<file path="src/rtl/rv32i_types.sv">
// Shared RV32I core types. This file holds the memory-arbiter FSM states
// and the requester identities.
package rv32i_types;

  typedef enum logic [1:0] {
    IDLE    = 2'd0,
    SERVE_I = 2'd1,
    SERVE_D = 2'd2,
    RECOVER = 2'd3
  } arb_state_t;

  typedef enum logic {
    ARB_I = 1'b0,
    ARB_D = 1'b1
  } arb_req_t;

endpackage

</file>
<file path="src/rtl/cache_mem_arbiter.sv">
// Serializes I-cache line reads and D-cache line reads/writebacks onto one
// physical-memory port. Each response is routed back only to its owner.
module cache_mem_arbiter
  import rv32i_types::*;
#(
  parameter int ADDR_WIDTH = 32,
  parameter int LINE_WIDTH = 256
) (
  input  logic                  clk,
  input  logic                  rst_n,
  input  logic                  i_read,
  input  logic [ADDR_WIDTH-1:0] i_address,
  output logic [LINE_WIDTH-1:0] i_rdata,
  output logic                  i_resp,
  input  logic                  d_read,
  input  logic                  d_write,
  input  logic [ADDR_WIDTH-1:0] d_address,
  input  logic [LINE_WIDTH-1:0] d_wdata,
  output logic [LINE_WIDTH-1:0] d_rdata,
  output logic                  d_resp,
  output logic                  pmem_read,
  output logic                  pmem_write,
  output logic [ADDR_WIDTH-1:0] pmem_address,
  output logic [LINE_WIDTH-1:0] pmem_wdata,
  input  logic [LINE_WIDTH-1:0] pmem_rdata,
  input  logic                  pmem_resp
);

  // Requests are level-held by the caches until their resp pulse; the memory
  // side holds its strobe until pmem_resp, which completes in that cycle.
  arb_state_t            state, state_nx;
  arb_req_t              last_grant, last_grant_nx;
  logic                  lat_write;
  logic [ADDR_WIDTH-1:0] lat_addr;
  logic [LINE_WIDTH-1:0] lat_wdata;
  logic                  take_i, take_d;
  logic                  i_pend, d_pend;

  always_comb begin
    state_nx      = state;
    last_grant_nx = last_grant;
    take_i        = 1'b0;
    take_d        = 1'b0;
    i_pend        = i_read;
    d_pend        = d_read | d_write;
    pmem_read     = 1'b0;
    pmem_write    = 1'b0;
    i_resp        = 1'b0;
    d_resp        = 1'b0;
    i_rdata       = '0;
    d_rdata       = '0;
    case (state)
      IDLE: begin
        // On a tie the requester that was not served last wins.
        if (i_pend && d_pend) begin
          if (last_grant == ARB_I) take_d = 1'b1;
          else                     take_i = 1'b1;
        end else if (i_pend) begin
          take_i = 1'b1;
        end else if (d_pend) begin
          take_d = 1'b1;
        end
        if (take_i)      state_nx = SERVE_I;
        else if (take_d) state_nx = SERVE_D;
      end
      SERVE_I: begin
        pmem_read = 1'b1;
        if (pmem_resp) begin
          i_resp        = 1'b1;
          i_rdata       = pmem_rdata;
          state_nx      = RECOVER;
          last_grant_nx = ARB_I;
        end
      end
      SERVE_D: begin
        pmem_read  = ~lat_write;
        pmem_write = lat_write;
        if (pmem_resp) begin
          d_resp        = 1'b1;
          d_rdata       = pmem_rdata;
          state_nx      = RECOVER;
          last_grant_nx = ARB_D;
        end
      end
      RECOVER: begin
        // Blank cycle so a request still high during resp is not re-served.
        state_nx = IDLE;
      end
      default: begin
        state_nx = IDLE;
      end
    endcase
  end

  assign pmem_address = lat_addr;
  assign pmem_wdata   = lat_wdata;

  always_ff @(posedge clk or negedge rst_n) begin
    if (!rst_n) begin
      state      <= IDLE;
      last_grant <= ARB_I;
      lat_write  <= 1'b0;
      lat_addr   <= '0;
      lat_wdata  <= '0;
    end else begin
      state      <= state_nx;
      last_grant <= last_grant_nx;
      if (take_i) begin
        lat_write <= 1'b0;
        lat_addr  <= i_address;
        lat_wdata <= '0;
      end else if (take_d) begin
        lat_write <= d_write;
        lat_addr  <= d_address;
        lat_wdata <= d_wdata;
      end
    end
  end

endmodule

</file>
<file path="config.mk">
export PLATFORM = sky130hd
export DESIGN_NAME = cache_mem_arbiter
export DESIGN_NICKNAME = d
export VERILOG_FILES = /design/src/rtl/rv32i_types.sv /design/src/rtl/cache_mem_arbiter.sv
export SDC_FILE = /design/constraint.sdc
export NUM_CORES = 1
export LEC_CHECK = 0
export BUFFER_PORTS_ARGS = -buffer_cell sky130_fd_sc_hd__clkbuf_2
export CAP_MARGIN = 10
export CORE_AREA = 2 2 537 539
export DETAILED_ROUTE_END_ITERATION = 12
export DIE_AREA = 0 0 539 541
export PLACE_DENSITY_LB_ADDON = 0.15
export SLEW_MARGIN = 15
export SYNTH_ARGS = -nofsm -noshare
export SYNTH_HDL_FRONTEND = slang
export SYNTH_SLANG_ARGS = --single-unit
</file>
<file path="constraint.sdc">
create_clock -name clk -period 1.7 [get_ports clk]
set_input_delay 0.085 -clock clk [delete_from_list [all_inputs] [get_ports clk]]
set_output_delay 0.085 -clock clk [all_outputs]
set_load 0.02 [all_outputs]
</file>
## Yosys cells after proc, flatten, opt, wreduce, memory -nomap -nowiden

Cells that the tools add are included.

- Bits in registers: 292
- Output and inout port bits: 804
- Logic and storage cells: 53

- Eq/ne operators: 7
- Mux-type cells: 32
- Bitwise gates (word level): 2
- Reductions and logical operators: 7

Operator list:

| kind | number |
|---|---|
| $mux 256 | 5 |
| $mux 32 | 2 |
| $mux 1 | 19 |
| $mux 2 | 3 |
| $pmux 2 s3 | 1 |
| $eq 2x2->1 const B | 2 |
| $ne 2x2->1 const B | 2 |
| $pmux 1 s2 | 2 |
| $reduce_bool 2->1 | 2 |
| $ne 3x1->1 const B | 1 |
| $reduce_and 3->1 | 1 |
| $eq 2x1->1 const B | 1 |
| $logic_not 2->1 | 1 |
| $ne 2x1->1 const B | 1 |
| $reduce_and 2->1 | 1 |
| $reduce_or 2->1 | 1 |
| $logic_and 1x1->1 | 1 |
| $not 1->1 | 1 |
| $or 1x1->1 | 1 |

## Longest topological paths before layout

- Depth in word-level cells: 8
- Gate-level depth with buffers: 7

## Least setup slack after synthesis

No wires, ideal clock.

- Kind: register to output
- From: reg state[0]
- To: out d_rdata[100]
- Arrival time: 1563 ps
- Data required time: 1615 ps
- Slack: 52 ps
- Stages on the path, launching flop included: 7
- Path buffers: 3
- Path through: dfrtp_1 > inv_1 > ha_1 > clkbuf_1 > clkbuf_1 > clkbuf_1 > and3_1

- Longest elaborated chain between the ends: 2

Ends and longest elaborated chain:

| what | RTL line | text |
|---|---|---|
| start: declaration | cache_mem_arbiter.sv:31 | `arb_state_t state, state_nx;` |
| start signal: assignment | cache_mem_arbiter.sv:106 | `state <= state_nx;` |
| $eq 2x2->1 | cache_mem_arbiter.sv:52 | `case (state)` |
| $mux 256 | cache_mem_arbiter.sv:52 |  |
| end: declaration | cache_mem_arbiter.sv:19 | `output logic [LINE_WIDTH-1:0] d_rdata,` |

Every way passes these cells.

## Worst setup path after layout

- From: reg state[0]
- To: out i_rdata[112]

- Longest elaborated chain between the ends: 2

Ends and longest elaborated chain:

| what | RTL line | text |
|---|---|---|
| $eq 2x1->1 | cache_mem_arbiter.sv:52 |  |
| $mux 256 | cache_mem_arbiter.sv:52 |  |
| end: declaration | cache_mem_arbiter.sv:13 | `output logic [LINE_WIDTH-1:0] i_rdata,` |

Every way passes these cells.

==> results_dict.tcl <==
set metrics [dict create \
    hold_class "input pin to register" \
    insertion_delay_ps 600 \
    min_delay_path_depth 4 \
    violations "negative setup slack" \
    post-place-ws_ps -299.8 \
    hold_violations 0 \
    drt-initial-drc-count 1019 \
    port-buffer-count 1385 \
    regArea_mm2 0.007307 \
    crit_type "register to primary output" \
    gp_congestion 0.8970 \
    slew_headroom_pct 50.14 \
    die_y_um 541 \
    fill_cells 33119 \
    cts_sinks 292 \
    clockRootBuffer "clkbuf_16" \
    synth_edf_count 0 \
    cts_tree "yes" \
    wl_met1_um 65280 \
    top_layer_used "met5" \
    ys_seq_area_share_pct 50.06 \
    syn-num-nets 1992 \
    avgViaCountPerCell 2.869 \
    reg2reg_depth 8 \
    synth-warning-count 0 \
    rsz0062_at_grt "true" \
    die_area_mm2 0.2916 \
    yosys-top-cells-count "512 x and3_1, 292 x dfrtp_1, 289 x a22o_1" \
    yosysMostFrequentCell "and3_1" \
    wl_met3_um 14350 \
    worst_pin_slew_ps 745.4 \
    grt_antenna_before_repair 65 \
    yosysTopAreaCell "dfrtp_1" \
    async_reset_ff_share_pct 100.0 \
    synth_area_mm2 0.01460 \
    leakagePower_nw 17.87 \
    via_count 20077 \
    fin_hold_ws_ps 104.9 \
    cts_max_path_buffers 3 \
    clock_skew_ps 27.22 \
    dr_wl_met2_um 87050 \
    area_delta_synth_final_pct 145.0 \
    syn_inst 1406 \
    synth_largest_type_area_fraction_pct 50.06 \
    overflow 0 \
    grt_pass1_vias 21065 \
    synthTopCellsByArea "dfrtp_1 50%, and3_1 22%, a22o_1 17%" \
    drive_above_1_share_pct 57.40 \
    maxCapViolCount 0 \
    period_share_pct 137.6 \
    critPathCaptureType "primary output" \
    wl_per_cell_um 24.70 \
    p_total_mw 54.74 \
    io_pins 1386 \
    peakVddDrop_v 0.0007698 \
    worstPathRequired_ps 1620 \
    die_w_um 539 \
    drtPass1Iterations 7 \
    htree_num_levels 2 \
    grt_first_pass_wirelength_um 219700 \
    route.detailed.drc 0 \
    cp_slowest_cell "dfrtp_1" \
    clk_pin_slew_ps 60 \
    ys_ff_latch 292 \
    power_per_cell_area_mw_per_mm2 1531 \
    worstSetupStartpointType "register" \
    worst-path-max-fanout 9 \
    final-max-slew-violation-count 0 \
    start_util_pct 5.096 \
    crit_chain "buf_6 -> ha_4 -> buf_16 -> buf_16 -> buf_12 -> buf_6 -> and3_4 -> buf_8" \
    fmax_mhz 427.4 \
    setup_violations 807 \
    crit_arrival_ps 2260 \
    fin_nets 3748 \
    grt_start_max_net_pins 71 \
    ant_nets 0 \
    slowest_delay_ps 400 \
    multiInputGateArea_mm2 0.007268 \
    numCtsBuffers 42 \
    fin_setup_tns_ps -308190 \
    drt_wl_total_um 172900 \
    core_mm2 0.2864 \
    synth.avg_cell_area_um2 10.38 \
    timing.final.crit_period_ps 2340 \
    synth.distinct_cells 23 \
    place_hpwl_um 143500 \
    num_rows 197 \
    postLayoutSetupSlackWorst_ps -640.0 \
    status "finished with violations" \
    track_usage_pct 11.22 \
    synthFlopType "dfrtp_1" \
    fin_util_pct 12.48 \
]
cell type report:
type / count / area share, %
clock inverters: 11 / 0.5144
inverters: 35 / 0.3674
flip-flops and latches: 292 / 20.44
clock buffers: 61 / 3.363
repair buffers: 1902 / 41.57
diodes: 28 / 0.1960
multi-input cells: 889 / 20.33
well taps: 3781 / 13.23
cells by family after synthesis:
group | after synthesis | synth area share, %
fa+ha+maj | 4 | 0.3429
buf+inv | 225 | 6.249
mux | 2 | 0.1457
simple gates | 521 | 22.27
compound gates | 362 | 20.93
flops | 292 | 50.06
stage by stage:
step / instance area (um^2) / cells
floorplan: 14600 / 1406
finish: 35760 / 6999
global route: 35730 / 6989
global placement: 27450 / 6523
CTS: 34380 / 6954
detailed placement: 27450 / 6523
cells in the final DEF (no fill, tap or decap), types with 2 or more instances in the layout:
master         netlist  layout
buf_2               54      13
dlygate4sd3_1        0     323
inv_2                0       2
buf_4                0      85
and3_1             512     333
ha_1                 4       2
clkbuf_2             0    1139
diode_2              0      28
clkbuf_4             0      11
clkbuf_8             0      55
a22o_1             289     289
clkbuf_1           136      11
and2_4               0       2
ha_4                 0       2
clkinv_2             0       4
buf_12               0      71
o21bai_1            32      32
buf_6                0     116
clkbuf_16            0      54
buf_16               0      14
a31oi_1             34      34
buf_8                0      70
and3_2               0      14
and3_4               0     165
dfrtp_1            292     292
bufinv_16            0       4
nor2b_1              3       3
inv_1               35      33
flip-flops by register name, indices dropped and copies added (netlist names):
name          count
state             2
last_grant        1
pmem_address     32
pmem_wdata      256
lat_write         1
critical path: cells and delay by family (launching register included):
| kind | cells | cell delay (ps) |
|---|---|---|
| AND/OR/NAND/NOR | 1 | 170 |
| buffers and inverters | 6 | 850 |
| adder cells (fa/ha/maj) | 1 | 180 |
| flip-flops | 1 | 400 |
worst paths after layout:
path	startpoint	endpoint	slack [ps]
hold / removal	pmem_resp	last_grant	100
setup / recovery	state[0]	i_rdata[112]	-640
hold reg to reg	pmem_wdata[18]	pmem_wdata[18]	500
min in group asynchronous	rst_n	pmem_wdata[79]	240
setup reg to reg	state[0]	pmem_address[28]	-230
max in group asynchronous	rst_n	pmem_wdata[140]	290
where the power goes:
part | switching [mW] | internal (mW) | total (mW)
Clock | 3.61 | 5.50 | 9.12
Sequential | 1.87 | 9.78 | 11.6
Combinational | 19.6 | 14.4 | 34.0
repair_timing:
item / in CTS / in global routing
setup endpoints to repair: 806 / 808
resized for setup: 425 / 457
setup buffers: 23 / 13
endpoints found under the hold margin: 581 / 0
hold buffers: 324 / 0
gates cloned: 13 / 13
pin swaps: 6 / 0
per-layer routing:
metal,vias up,GRT usage (%)
met1,9940,12.27
met2,1091,20.38
li1,8869,-
met4,4,3.298
met5,-,0
met3,173,3.683
Power figures use the tool's default switching activity.
